--- src/rtl/goboard_vga_pkg.sv ---
// Shared raster constants for the Go-board display path: the coordinate width
// used by the board stages and the standard timing sets of the timing generator.
package goboard_vga_pkg;

  localparam int COORD_W = 12;
  localparam int COORD_MAX_TOTAL = 1 << COORD_W;

  typedef logic [COORD_W-1:0] coord_t;

  typedef struct packed {
    int   active;
    int   fp;
    int   sync;
    int   bp;
    logic pol;
  } axis_timing_t;

  localparam axis_timing_t SVGA_800_H = '{active: 800, fp: 40, sync: 128, bp: 88, pol: 1'b1};
  localparam axis_timing_t SVGA_800_V = '{active: 600, fp: 1,  sync: 4,   bp: 23, pol: 1'b1};
  localparam axis_timing_t VGA_640_H  = '{active: 640, fp: 16, sync: 96,  bp: 48, pol: 1'b0};
  localparam axis_timing_t VGA_640_V  = '{active: 480, fp: 10, sync: 2,   bp: 33, pol: 1'b0};

  function automatic int axis_total(axis_timing_t t);
    return t.active + t.fp + t.sync + t.bp;
  endfunction

  function automatic logic in_window(coord_t x, coord_t lo, coord_t hi);
    return (x >= lo) && (x <= hi);
  endfunction

endpackage

--- src/rtl/goboard_sig_delay.sv ---
// Fixed-depth register delay line with a synchronous active-low reset value;
// a depth of zero is a plain wire.
module goboard_sig_delay
  import goboard_vga_pkg::*;
#(
  parameter int WIDTH = 1,
  parameter int DEPTH = 1
) (
  input  logic             clk,
  input  logic             clr_n,
  input  logic [WIDTH-1:0] rst_val,
  input  logic [WIDTH-1:0] d,
  output logic [WIDTH-1:0] q
);

  generate
    if (DEPTH == 0) begin : g_pass
      logic unused_pass;
      assign unused_pass = ^{clk, clr_n, rst_val};
      assign q = d;
    end else begin : g_pipe
      logic [WIDTH-1:0] stages [DEPTH];

      always_ff @(posedge clk) begin
        if (!clr_n) begin
          for (int i = 0; i < DEPTH; i++) stages[i] <= rst_val;
        end else begin
          stages[0] <= d;
          for (int i = 1; i < DEPTH; i++) stages[i] <= stages[i-1];
        end
      end

      assign q = stages[DEPTH-1];
    end
  endgenerate

endmodule

--- src/rtl/goboard_vga_timing.sv ---
// Raster timing generator: pixel/line counters, frame counter, start pulses and
// sync/blank decode delayed to line up with registered downstream stages.
module goboard_vga_timing
  import goboard_vga_pkg::*;
#(
  parameter int   H_ACTIVE = SVGA_800_H.active,
  parameter int   H_FP     = SVGA_800_H.fp,
  parameter int   H_SYNC   = SVGA_800_H.sync,
  parameter int   H_BP     = SVGA_800_H.bp,
  parameter int   V_ACTIVE = SVGA_800_V.active,
  parameter int   V_FP     = SVGA_800_V.fp,
  parameter int   V_SYNC   = SVGA_800_V.sync,
  parameter int   V_BP     = SVGA_800_V.bp,
  parameter logic HS_POL   = SVGA_800_H.pol,
  parameter logic VS_POL   = SVGA_800_V.pol,
  parameter int   PIPE_DLY = 1
) (
  input  logic               clk,
  input  logic               clr_n,
  input  logic               pix_ce,
  output logic [COORD_W-1:0] hc_o,
  output logic [COORD_W-1:0] vc_o,
  output logic               video_on_o,
  output logic               hsync_o,
  output logic               vsync_o,
  output logic               line_start_o,
  output logic               frame_start_o,
  output logic [7:0]         frame_cnt_o
);

  localparam int H_TOTAL = H_ACTIVE + H_FP + H_SYNC + H_BP;
  localparam int V_TOTAL = V_ACTIVE + V_FP + V_SYNC + V_BP;

  localparam coord_t H_LAST     = coord_t'(H_TOTAL - 1);
  localparam coord_t V_LAST     = coord_t'(V_TOTAL - 1);
  localparam coord_t H_VIS      = coord_t'(H_ACTIVE);
  localparam coord_t V_VIS      = coord_t'(V_ACTIVE);
  localparam coord_t H_SYNC_LO  = coord_t'(H_ACTIVE + H_FP);
  localparam coord_t H_SYNC_HI  = coord_t'(H_ACTIVE + H_FP + H_SYNC - 1);
  localparam coord_t V_SYNC_LO  = coord_t'(V_ACTIVE + V_FP);
  localparam coord_t V_SYNC_HI  = coord_t'(V_ACTIVE + V_FP + V_SYNC - 1);

  generate
    if (H_TOTAL > COORD_MAX_TOTAL || V_TOTAL > COORD_MAX_TOTAL) begin : g_bad_total
      $error("goboard_vga_timing: H_TOTAL/V_TOTAL exceed the 12-bit coordinate range");
    end
    if (PIPE_DLY < 0 || PIPE_DLY > 7) begin : g_bad_dly
      $error("goboard_vga_timing: PIPE_DLY must be within 0..7");
    end
  endgenerate

  logic h_wrap;
  logic v_wrap;

  assign h_wrap = pix_ce && (hc_o == H_LAST);
  assign v_wrap = h_wrap && (vc_o == V_LAST);

  // Start pulses are registered from the wrap step itself, so a stalled pix_ce
  // cannot stretch them and a reset to (0,0) never produces one.
  always_ff @(posedge clk) begin
    if (!clr_n) begin
      hc_o          <= '0;
      vc_o          <= '0;
      frame_cnt_o   <= '0;
      line_start_o  <= 1'b0;
      frame_start_o <= 1'b0;
    end else begin
      line_start_o  <= h_wrap;
      frame_start_o <= v_wrap;
      if (pix_ce) begin
        hc_o <= h_wrap ? '0 : hc_o + coord_t'(1);
        if (h_wrap) vc_o <= v_wrap ? '0 : vc_o + coord_t'(1);
        if (v_wrap) frame_cnt_o <= frame_cnt_o + 8'd1;
      end
    end
  end

  logic hs_raw;
  logic vs_raw;
  logic vid_raw;

  always_comb begin
    hs_raw  = in_window(hc_o, H_SYNC_LO, H_SYNC_HI) ? HS_POL : ~HS_POL;
    vs_raw  = in_window(vc_o, V_SYNC_LO, V_SYNC_HI) ? VS_POL : ~VS_POL;
    vid_raw = (hc_o < H_VIS) && (vc_o < V_VIS);
  end

  // With PIPE_DLY = 0 the outputs follow the counters directly, so video_on_o
  // shows the (0,0) decode while reset holds the counters there.
  logic [2:0] dly_q;

  goboard_sig_delay #(
    .WIDTH (3),
    .DEPTH (PIPE_DLY)
  ) u_sig_delay (
    .clk     (clk),
    .clr_n   (clr_n),
    .rst_val ({~HS_POL, ~VS_POL, 1'b0}),
    .d       ({hs_raw, vs_raw, vid_raw}),
    .q       (dly_q)
  );

  assign {hsync_o, vsync_o, video_on_o} = dly_q;

endmodule

--- config.mk ---
export PLATFORM = sky130hd
export DESIGN_NAME = goboard_vga_timing
export DESIGN_NICKNAME = d
export VERILOG_FILES = /design/src/rtl/goboard_vga_pkg.sv /design/src/rtl/goboard_sig_delay.sv /design/src/rtl/goboard_vga_timing.sv
export SDC_FILE = /design/constraint.sdc
export NUM_CORES = 1
export LEC_CHECK = 0
export ABC_AREA = 1
export BUFFER_PORTS_ARGS = -buffer_cell sky130_fd_sc_hd__buf_2
export CAP_MARGIN = 20
export CORE_MARGIN = 4
export CORE_UTILIZATION = 59
export CTS_BUF_LIST = sky130_fd_sc_hd__clkbuf_4 sky130_fd_sc_hd__clkbuf_8 sky130_fd_sc_hd__clkbuf_16
export DETAILED_ROUTE_END_ITERATION = 8
export GPL_ROUTABILITY_DRIVEN = 0
export PLACE_DENSITY = 0.86
export SLEW_MARGIN = 10
export SYNTH_ARGS = -nofsm -noshare
export SYNTH_HDL_FRONTEND = slang
export SYNTH_SLANG_ARGS = --single-unit
--- constraint.sdc ---
create_clock -name clk -period 2.8 [get_ports clk]
set_input_delay 0.28 -clock clk [delete_from_list [all_inputs] [get_ports clk]]
set_output_delay 0.28 -clock clk [all_outputs]
set_load 0.1 [all_outputs]
==> results_dict.tcl, run 1 <==
set metrics [dict create \
    drt_first_pass_iters 5 \
    post_cts_resized 0 \
    synth_seq_cells 37 \
    rsz0062_at_grt "false" \
    grt_pass1_wl_um 7490 \
    hold_viol_final 0 \
    nNetsFinal 358 \
    avgViaCountPerCell 5.20 \
    vias 2059 \
    setup_violations 0 \
    crit_fanout 11 \
    place_area_um2 2270 \
    cts_root_buffer "clkbuf_4" \
    grt_pass1_vias 1754 \
    start_kind "flop" \
    setup_ws_ns 1.14 \
    synth.cell_area_um2 2030 \
    fmax_ghz 0.603 \
    dp_cells 388 \
    wl_per_cell_um 11.4 \
    path_clk_slew_ns 0.11 \
    synth_warnings 0 \
    fin_util_pct 70.0 \
    die_area_um2 4440 \
    cap_viol_max_count 0 \
    finalMaxSlewViolations 0 \
    synth_top_area_share_pct 36.5 \
    drc 0 \
    dp_hpwl_um 3490 \
    pre_cts_ws_ns 1.17 \
    synth_ff_type "dfxtp_1" \
    antenna_left 0 \
    route.top_layer_used "met4" \
    top_level_ports 40 \
    synth-async-reset-ratio_pct 0 \
    finClkSkew_ns 0.00602 \
    clockBufferDepth 2 \
    die_y_um 66.7 \
    period_needed_ns 1.66 \
    io_buffer_count 39 \
    ctsHoldBuffers 0 \
    met2WireLength_um 2150 \
    cts_tree "yes" \
    met3WireLength_um 317 \
    status "complete, no violations" \
    num_antenna_cells 0 \
    synthDistinctLibCells 29 \
    synth_cells 305 \
    worst-setup-path-type "flop to flop" \
    grt_use_total_pct 21.8 \
    drt-total-wl_um 4520 \
    antenna_found_initial 0 \
    cts_setup_buffers 0 \
    drive_gt1_share_pct 20.3 \
    die_w_um 66.7 \
    setup_tns_ns 0 \
    cts_buffers 5 \
    grt_start_max_net_pins 15 \
    worst_skew_pair.late_latency_ns 0.35 \
    min_period_over_period_pct 59.2 \
    p_per_area_nw_per_um2 393 \
    synth_common_cells "nand2_1 (66), nor2_1 (53), inv_1 (42)" \
    overflow 0 \
    power_leakage_nw 1.14 \
    required_ns 3.05 \
    syn_nets 314 \
    finalNonFillerCells 396 \
    ys_seq_area_share_pct 36.5 \
    relSlewSlack_pct 67.2 \
    wl_met1_um 1990 \
    end_kind "flop" \
    ctsHtreeMaxLevel 2 \
    arrival_ns 1.91 \
    yosysMostFrequentCell "nand2_1" \
    rows 21 \
    synth_edf_count 0 \
    synthTopCellsByArea "dfxtp_1 (36%), nand2_1 (12%), nor2_1 (9.8%)" \
    clock-sinks 37 \
    vdd_drop_max_mv 0.317 \
    area.growth.synth_to_final_pct 15.1 \
    first_iter_violations 151 \
    synth.largest_area_cell "dfxtp_1" \
    start_util_pct 60.8 \
    core-area_um2 3340 \
    worst_slew_pin_slew_ns 0.495 \
    fin_area_um2 2340 \
    syn_avg_cell_area_um2 6.65 \
    min_path_type "primary input to flop" \
]
## worst paths after layout
| kind | from | slack, ns | cells after the start | to |
|---|---|---|---|---|
| worst min register to register | frame_cnt_o[2] | 0.50 | 2 | frame_cnt_o[2] |
| worst max-delay path | hc_o[1] | 1.14 | 8 | frame_cnt_o[0] |
| worst min-delay path | pix_ce | 0.25 | 3 | hc_o[0] |
| worst max register to register | hc_o[1] | 1.14 | 8 | frame_cnt_o[0] |
## final cells by class
type	count	area, µm²
Timing Repair Buffer	39	195
Tap cell	46	57.6
Multi-Input combinational cell	218	1090
Sequential cell	37	741
Fill cell	320	1000
Inverter	48	180
Clock inverter	1	5.00
Clock buffer	7	65.1
## kinds of logic after synthesis
logic type	Yosys count	synth area share, %
AO/OA/AOI/OAI	33	8.88
XOR/XNOR	2	0.863
adder cells (fa/ha/maj)	6	3.70
buffers and inverters	50	9.68
flip-flops	37	36.5
AND/OR/NAND/NOR	177	40.4
## metrics by stage
stage,power [W],hold WS [ns]
after floorplan,0.000590,0.401
after global placement,0.000602,0.483
after detailed placement,0.000603,0.489
after CTS,0.000920,0.237
after global routing,0.000950,0.257
final,0.000918,0.250
## report_power, final
part	total (W)	internal [W]	leakage, nW	switching, W
Sequential	0.000532	0.000529	0.299	0.00000279
Clock	0.000327	0.000146	0.0413	0.000182
Combinational	0.0000589	0.0000110	0.802	0.0000479
## per-layer routing
metal | up-vias | GRT usage, %
met5 | - | 0
met4 | 0 | 8.38
met3 | 7 | 4.38
met2 | 77 | 36.1
met1 | 921 | 27.5
li1 | 1054 | -
## layout by cell type, fill, tap and decap left out, types with 3 or more instances in the layout
cell type,n
nor2_2,4
inv_2,6
buf_2,39
nor2_1,53
nand3_1,25
clkbuf_4,5
nand2_2,4
nor2_4,4
a21oi_1,15
dfxtp_1,37
nand4_1,5
nand2_1,66
ha_1,6
nor3_1,9
o21ai_0,10
o21ai_1,3
inv_1,42
## state kept, by name, indices dropped and copies added (netlist names)
register,cells
frame_start_o,1
u_sig_delay.g_pipe.stages,3
hc_o,12
frame_cnt_o,8
line_start_o,1
vc_o,12
## worst max-delay path, stage by stage (launching register included)
cell and delay (ns):
dfxtp_1 0.39, ha_1 0.22, nand3_2 0.11, nor2_2 0.23, nand2_4 0.17, nor2_4 0.20
nor2_2 0.10, nand2_1 0.07, o21ai_1 0.05
No activity file was read; power rests on OpenSTA's default activity.
==> run 2: changes to the inputs <==
--- a/config.mk
+++ b/config.mk
@@ -5,15 +5,15 @@
 export SDC_FILE = /design/constraint.sdc
 export NUM_CORES = 1
 export LEC_CHECK = 0
-export ABC_AREA = 1
+export ABC_AREA = 0
 export BUFFER_PORTS_ARGS = -buffer_cell sky130_fd_sc_hd__buf_2
 export CAP_MARGIN = 20
 export CORE_MARGIN = 4
-export CORE_UTILIZATION = 59
+export CORE_UTILIZATION = 48
 export CTS_BUF_LIST = sky130_fd_sc_hd__clkbuf_4 sky130_fd_sc_hd__clkbuf_8 sky130_fd_sc_hd__clkbuf_16
 export DETAILED_ROUTE_END_ITERATION = 8
 export GPL_ROUTABILITY_DRIVEN = 0
-export PLACE_DENSITY = 0.86
+export PLACE_DENSITY = 0.76
 export SLEW_MARGIN = 10
 export SYNTH_ARGS = -nofsm -noshare
 export SYNTH_HDL_FRONTEND = slang
==> constraint.sdc (replaced) <==
create_clock -name clk -period 1.5 [get_ports clk]
set_input_delay 0.15 -clock clk [delete_from_list [all_inputs] [get_ports clk]]
set_output_delay 0.15 -clock clk [all_outputs]
set_load 0.1 [all_outputs]
==> run 2 against run 1 <==
  * The run now ends with setup timing left
  * Maximum frequency shrank 3.8%
  * Area after synthesis is 10% lower
  * Design area increased by 20%
  * Setup slack lost 1.4 ns
  * Highest routed layer unchanged
==> results_dict.tcl, run 2 <==
set metrics [dict create \
    syn_nets 221 \
    cts_tree "yes" \
    worst_slew_pin_slew_ns 0.559 \
    grt_pass1_wl_um 8480 \
    area.growth.synth_to_final_pct 53.8 \
    ctsHtreeMaxLevel 2 \
    min_path_type "primary input to flop" \
    top_level_ports 40 \
    finClkSkew_ns 0.00857 \
    rsz0062_at_grt "true" \
    timing.rr.start "hc_o[11]" \
    clock-sinks 37 \
    power_leakage_nw 1.19 \
    drt-total-wl_um 5670 \
    grt_start_max_net_pins 18 \
    worst-setup-path-type "flop to flop" \
    start_util_pct 49.9 \
    overflow 0 \
    clkPwrFrac_pct 50.0 \
    period_needed_ns 1.72 \
    setup_ws_ns -0.223 \
    synth_seq_cells 37 \
    arrival_ns 1.95 \
    drc 0 \
    dp_cells 329 \
    internal_power_w 0.00166 \
    synth_cells 212 \
    first_iter_violations 149 \
    finalNonFillerCells 343 \
    io_buffer_count 39 \
    synthTopCellsByArea "dfxtp_1 (41%), a21oi_1 (5.5%), xor2_1 (4.8%)" \
    syn_avg_cell_area_um2 8.62 \
    rr_endpoint "vc_o[6]" \
    ys_seq_area_share_pct 40.5 \
    cts_root_buffer "clkbuf_8" \
    die_area_um2 4860 \
    path_clk_slew_ns 0.08 \
    status "complete, but fails checks" \
    worst_hold_startpoint "clr_n" \
    yosysMostFrequentCell "dfxtp_1" \
    start_kind "flop" \
    vdd_drop_max_mv 0.664 \
    multi_input_area_um2 1150 \
    synth_ff_type "dfxtp_1" \
    grt_pass1_vias 1781 \
    synth_top_area_share_pct 40.5 \
    synthDistinctLibCells 35 \
    synth_warnings 0 \
    reg_top3 "hc_o (12), vc_o (12), frame_cnt_o (8)" \
    drt_first_pass_iters 5 \
    pre_cts_ws_ns -0.209 \
    antenna_found_initial 0 \
    antenna_left 0 \
    clockBufferDepth 2 \
    n_fill_cell 226 \
    fmax_ghz 0.580 \
    synth.cell_area_um2 1830 \
    comb_power_share_pct 4.9 \
    p_seq_share_pct 45.1 \
    grt_use_total_pct 21.5 \
    failed_checks "setup timing" \
    nNetsFinal 303 \
    core-area_um2 3660 \
    cts_buffers 5 \
    cap_viol_max_count 0 \
    min_period_over_period_pct 115 \
    final_cell_mix "buf_2 (39), buf_4 (38), nor2_1 (16)" \
    crit_fanout 6 \
    switchingPower_w 0.000487 \
    wl_per_cell_um 16.5 \
    synth-async-reset-ratio_pct 0 \
    place_area_um2 2480 \
    finalMaxSlewViolations 0 \
    regToRegSetupSlack_ns -0.22 \
    synth_common_cells "dfxtp_1 (37), a21oi_1 (20), nor2_1 (16)" \
    p_per_area_nw_per_um2 764 \
    synth.largest_area_cell "dfxtp_1" \
    drive_gt1_share_pct 50.5 \
    setup_tns_ns -3.28 \
    layout_commonest_cell "buf_2" \
    num_antenna_cells 0 \
    worst_skew_pair.late_latency_ns 0.30 \
    required_ns 1.72 \
    hold_depth 3 \
    relSlewSlack_pct 62.7 \
    synth_edf_count 0 \
    switching_share_pct 22.7 \
    rows 22 \
    end_kind "flop" \
    seqCellArea_um2 812 \
    dp_hpwl_um 3440 \
    setup_violations 23 \
    fin_area_um2 2810 \
    avgViaCountPerCell 5.80 \
    vias 1991 \
    hold_viol_final 0 \
    die_w_um 69.7 \
    reg2reg_depth 5 \
    holdPathEnd "frame_cnt_o[7]" \
    die_y_um 69.7 \
]
-- run 2: area by class of cell --
type	count	share of cell area (%)
clock buffers	5	2.45
clock inverters	3	2.45
inverters	9	1.20
multi-input cells	155	41.1
flip-flops and latches	37	28.9
well taps	48	2.14
repair buffers	86	21.8
-- run 2: critical path: stages, from the launching register on --
cell and delay [ns]:
dfxtp_2 0.34, nor4b_4 0.33, nand4b_4 0.17, buf_12 0.17
or4_1 0.47, a21oi_1 0.15
-- run 2: power by group through the flow --
stage	Clock [W]	Combinational, W	Sequential (W)
final	0.00107	0.000104	0.000968
after global routing	0.00113	0.000110	0.000969
after CTS	0.00107	0.000101	0.000968
after detailed placement	0	0.0000972	0.000992
after global placement	0	0.0000954	0.000991
after floorplan	0	0.0000250	0.00103
-- run 2: timing repair --
item	in CTS	in global routing
gates resized for setup	12	22
hold buffers	0	0
pin swaps	15	5
endpoints found under the setup margin	19	32
cloned	2	0
buffers inserted	4	0
-- run 2: worst max path at each step --
stage,startpoint,to,cells past startpoint
after floorplan,hc_o[1],frame_cnt_o[2],7
after detailed placement,hc_o[11],vc_o[5],5
after global routing,hc_o[11],frame_cnt_o[2],5
after CTS,hc_o[9],vc_o[5],5
final,hc_o[11],vc_o[6],5
after global placement,hc_o[11],vc_o[5],5
-- run 2: cells by family after synthesis --
logic type | Yosys count | synth area share (%)
flops | 37 | 40.5
xor+xnor | 12 | 5.75
simple gates | 93 | 30.3
mux | 1 | 0.548
compound gates | 43 | 14.1
fa+ha+maj | 6 | 4.11
buf+inv | 20 | 4.59
-- run 2: routing by layer --
metal	routed length, µm	global-route usage [%]
met4	209	9.36
met5	0	0
met3	474	4.93
met2	2690	33.5
met1	2290	28.5
-- run 2: through the flow --
step	total power (W)	utilization, %	hold slack [ns]
6_report	0.00215	76.7	0.184
5_1_grt	0.00221	76.7	0.189
4_1_cts	0.00214	74.4	0.190
3_5_place_dp	0.00109	67.9	0.469
3_3_place_gp	0.00109	67.9	0.457
2_1_floorplan	0.00106	-	0.287
==> run 3: changes to the inputs <==
--- a/config.mk
+++ b/config.mk
@@ -14,6 +14,7 @@
 export DETAILED_ROUTE_END_ITERATION = 8
 export GPL_ROUTABILITY_DRIVEN = 0
 export PLACE_DENSITY = 0.76
+export REMOVE_ABC_BUFFERS = 1
 export SLEW_MARGIN = 10
 export SYNTH_ARGS = -nofsm -noshare
 export SYNTH_HDL_FRONTEND = slang
==> run 3 against run 2 <==
  * The run still ends with setup timing left
  * Hold slack improved by 0.020 ns
  * Clock skew increased by 0.0018 ns
  * Largest power group is now sequential cells
  * Register-to-register slack got worse by 0.06 ns
  * Sequential cell count unchanged
  * Cell count increased by 1.5%
  * Utilization decreased by 2.4 points
  * Largest cell class unchanged
  * Clock power decreased by 30%
  * Critical path depth unchanged
  * Non-clock buffer count increased by 5
==> results_dict.tcl, run 3 (synthesized netlist as in run 2, its figures left out) <==
set metrics [dict create \
    layout_commonest_cell "buf_4" \
    status "complete, but fails checks" \
    rsz0062_at_grt "true" \
    worst_slew_pin_slew_ns 0.551 \
    power_leakage_nw 1.16 \
    seqCellArea_um2 749 \
    vias 1988 \
    cts_tree "yes" \
    area.growth.synth_to_final_pct 49.0 \
    fmax_ghz 0.560 \
    cts_setup_buffers 0 \
    switching_share_pct 24.0 \
    multi_input_area_um2 1140 \
    place_area_um2 2400 \
    internal_power_w 0.00140 \
    min_path_type "primary input to flop" \
    top_level_ports 40 \
    num_antenna_cells 0 \
    setup_violations 29 \
    pre_cts_ws_ns -0.237 \
    die_area_um2 4860 \
    drt_first_pass_iters 4 \
    ctsHtreeMaxLevel 2 \
    setup_tns_ns -5.50 \
    core-area_um2 3660 \
    hold_viol_final 0 \
    required_ns 1.74 \
    io_buffer_count 39 \
    start_kind "flop" \
    switchingPower_w 0.000440 \
    antenna_found_initial 0 \
    nNetsFinal 308 \
    dp_hpwl_um 3340 \
    failed_checks "setup timing" \
    n_fill_cell 272 \
    vdd_drop_max_mv 0.495 \
    wl_per_cell_um 15.5 \
    max_stage_delay_ns 0.49 \
    worst-setup-path-type "flop to flop" \
    comb_power_share_pct 5.6 \
    path_clk_slew_ns 0.08 \
    clkPwrFrac_pct 40.5 \
    crit_fanout 7 \
    first_iter_violations 161 \
    route.top_layer_used "met4" \
    drc 0 \
    avgViaCountPerCell 5.71 \
    fin_util_pct 74.4 \
    final_cell_mix "buf_4 (45), buf_2 (39), dfxtp_1 (30)" \
    cts_root_buffer "clkbuf_8" \
    wl_met1_um 2140 \
    grt_start_max_net_pins 28 \
    overflow 0 \
    worstPathCellList "nor4b_4 > nand4b_4 > clkbuf_16 > or4_1 > a21oi_1" \
    drt-total-wl_um 5390 \
    min_period_over_period_pct 119 \
    grt_use_total_pct 18.9 \
    setup_ws_ns -0.285 \
    rows 22 \
    grt_pass1_wl_um 7680 \
    end_kind "flop" \
    met2WireLength_um 2730 \
    arrival_ns 2.03 \
    die_y_um 69.7 \
    drive_gt1_share_pct 45.0 \
    clockBufferDepth 2 \
    cts_buffers 5 \
    finClkSkew_ns 0.0104 \
    clock-sinks 37 \
    cp_slowest_cell "or4_1" \
    reg_top3 "hc_o (12), vc_o (12), frame_cnt_o (8)" \
    p_seq_share_pct 53.9 \
    antenna_left 0 \
    relSlewSlack_pct 63.2 \
    fin_area_um2 2720 \
    worst_skew_pair.late_latency_ns 0.30 \
    met3WireLength_um 382 \
    die_w_um 69.7 \
    cp_num_buf_inv 1 \
    cap_viol_max_count 0 \
    path_delay_family "simple AND/OR/NAND/NOR gates" \
    period_needed_ns 1.79 \
    p_per_area_nw_per_um2 675 \
    start_util_pct 49.9 \
    grt_pass1_vias 1804 \
    finalMaxSlewViolations 0 \
]
-- run 3: changes by cell type in the layout (fill, tap and decap cells not counted), sizes merged --
cell / before / now
bufinv: 2 / 0
bufbuf: 1 / 0
buf: 84 / 89
clkbuf: 6 / 10
inv: 10 / 9
-- run 3: tightest hold or removal path, cell delays in order --
cell and delay [ns]:
buf_2 0.16, nand4_1 0.11, nor2_1 0.04
-- run 3: layout make-up --
| type | count | area share [%] |
|---|---|---|
| clock buffer | 8 | 3.35 |
| inverter | 9 | 1.24 |
| multi-input combinational | 155 | 41.9 |
| sequential | 37 | 27.5 |
| tap | 48 | 2.21 |
| timing repair buffer | 91 | 23.8 |
-- run 3: per-stage QoR --
stage | instances | power (W) | hold WS (ns)
final | 348 | 0.00184 | 0.204
after global routing | 348 | 0.00189 | 0.226
after floorplan | 201 | 0.00108 | 0.296
after CTS | 344 | 0.00183 | 0.184
after global placement | 336 | 0.00111 | 0.450
after detailed placement | 336 | 0.00111 | 0.490
-- run 3: repair_timing --
item,in CTS,in global routing
resized for setup,4,40
gates cloned,0,4
hold buffers,0,0
pin swaps,2,21
endpoints found under the setup margin,28,32
-- run 3: per-layer routing --
layer / up-vias / global-route usage [%]
li1: 948 / -
met5: - / 0
met4: 0 / 8.09
met2: 91 / 33.4
met3: 14 / 4.93
met1: 935 / 21.4
-- run 3: power by group through the flow --
stage	clock, W	sequential (W)	combinational [W]
6_report	0.000744	0.000990	0.000103
5_1_grt	0.000789	0.000990	0.000109
4_1_cts	0.000740	0.000990	0.0000950
3_5_place_dp	0	0.00101	0.0000944
3_3_place_gp	0	0.00101	0.0000934
2_1_floorplan	0	0.00105	0.0000215
-- run 3: final timing paths --
kind                       start                              end  slack, ns  cells past startpoint
hold reg to reg   frame_cnt_o[7]                   frame_cnt_o[7]       0.49                      2
hold / removal             clr_n  u_sig_delay.g_pipe.stages[0][2]       0.20                      3
setup reg to reg         hc_o[9]                          vc_o[7]      -0.29                      5
setup / recovery         hc_o[9]                          vc_o[7]      -0.29                      5
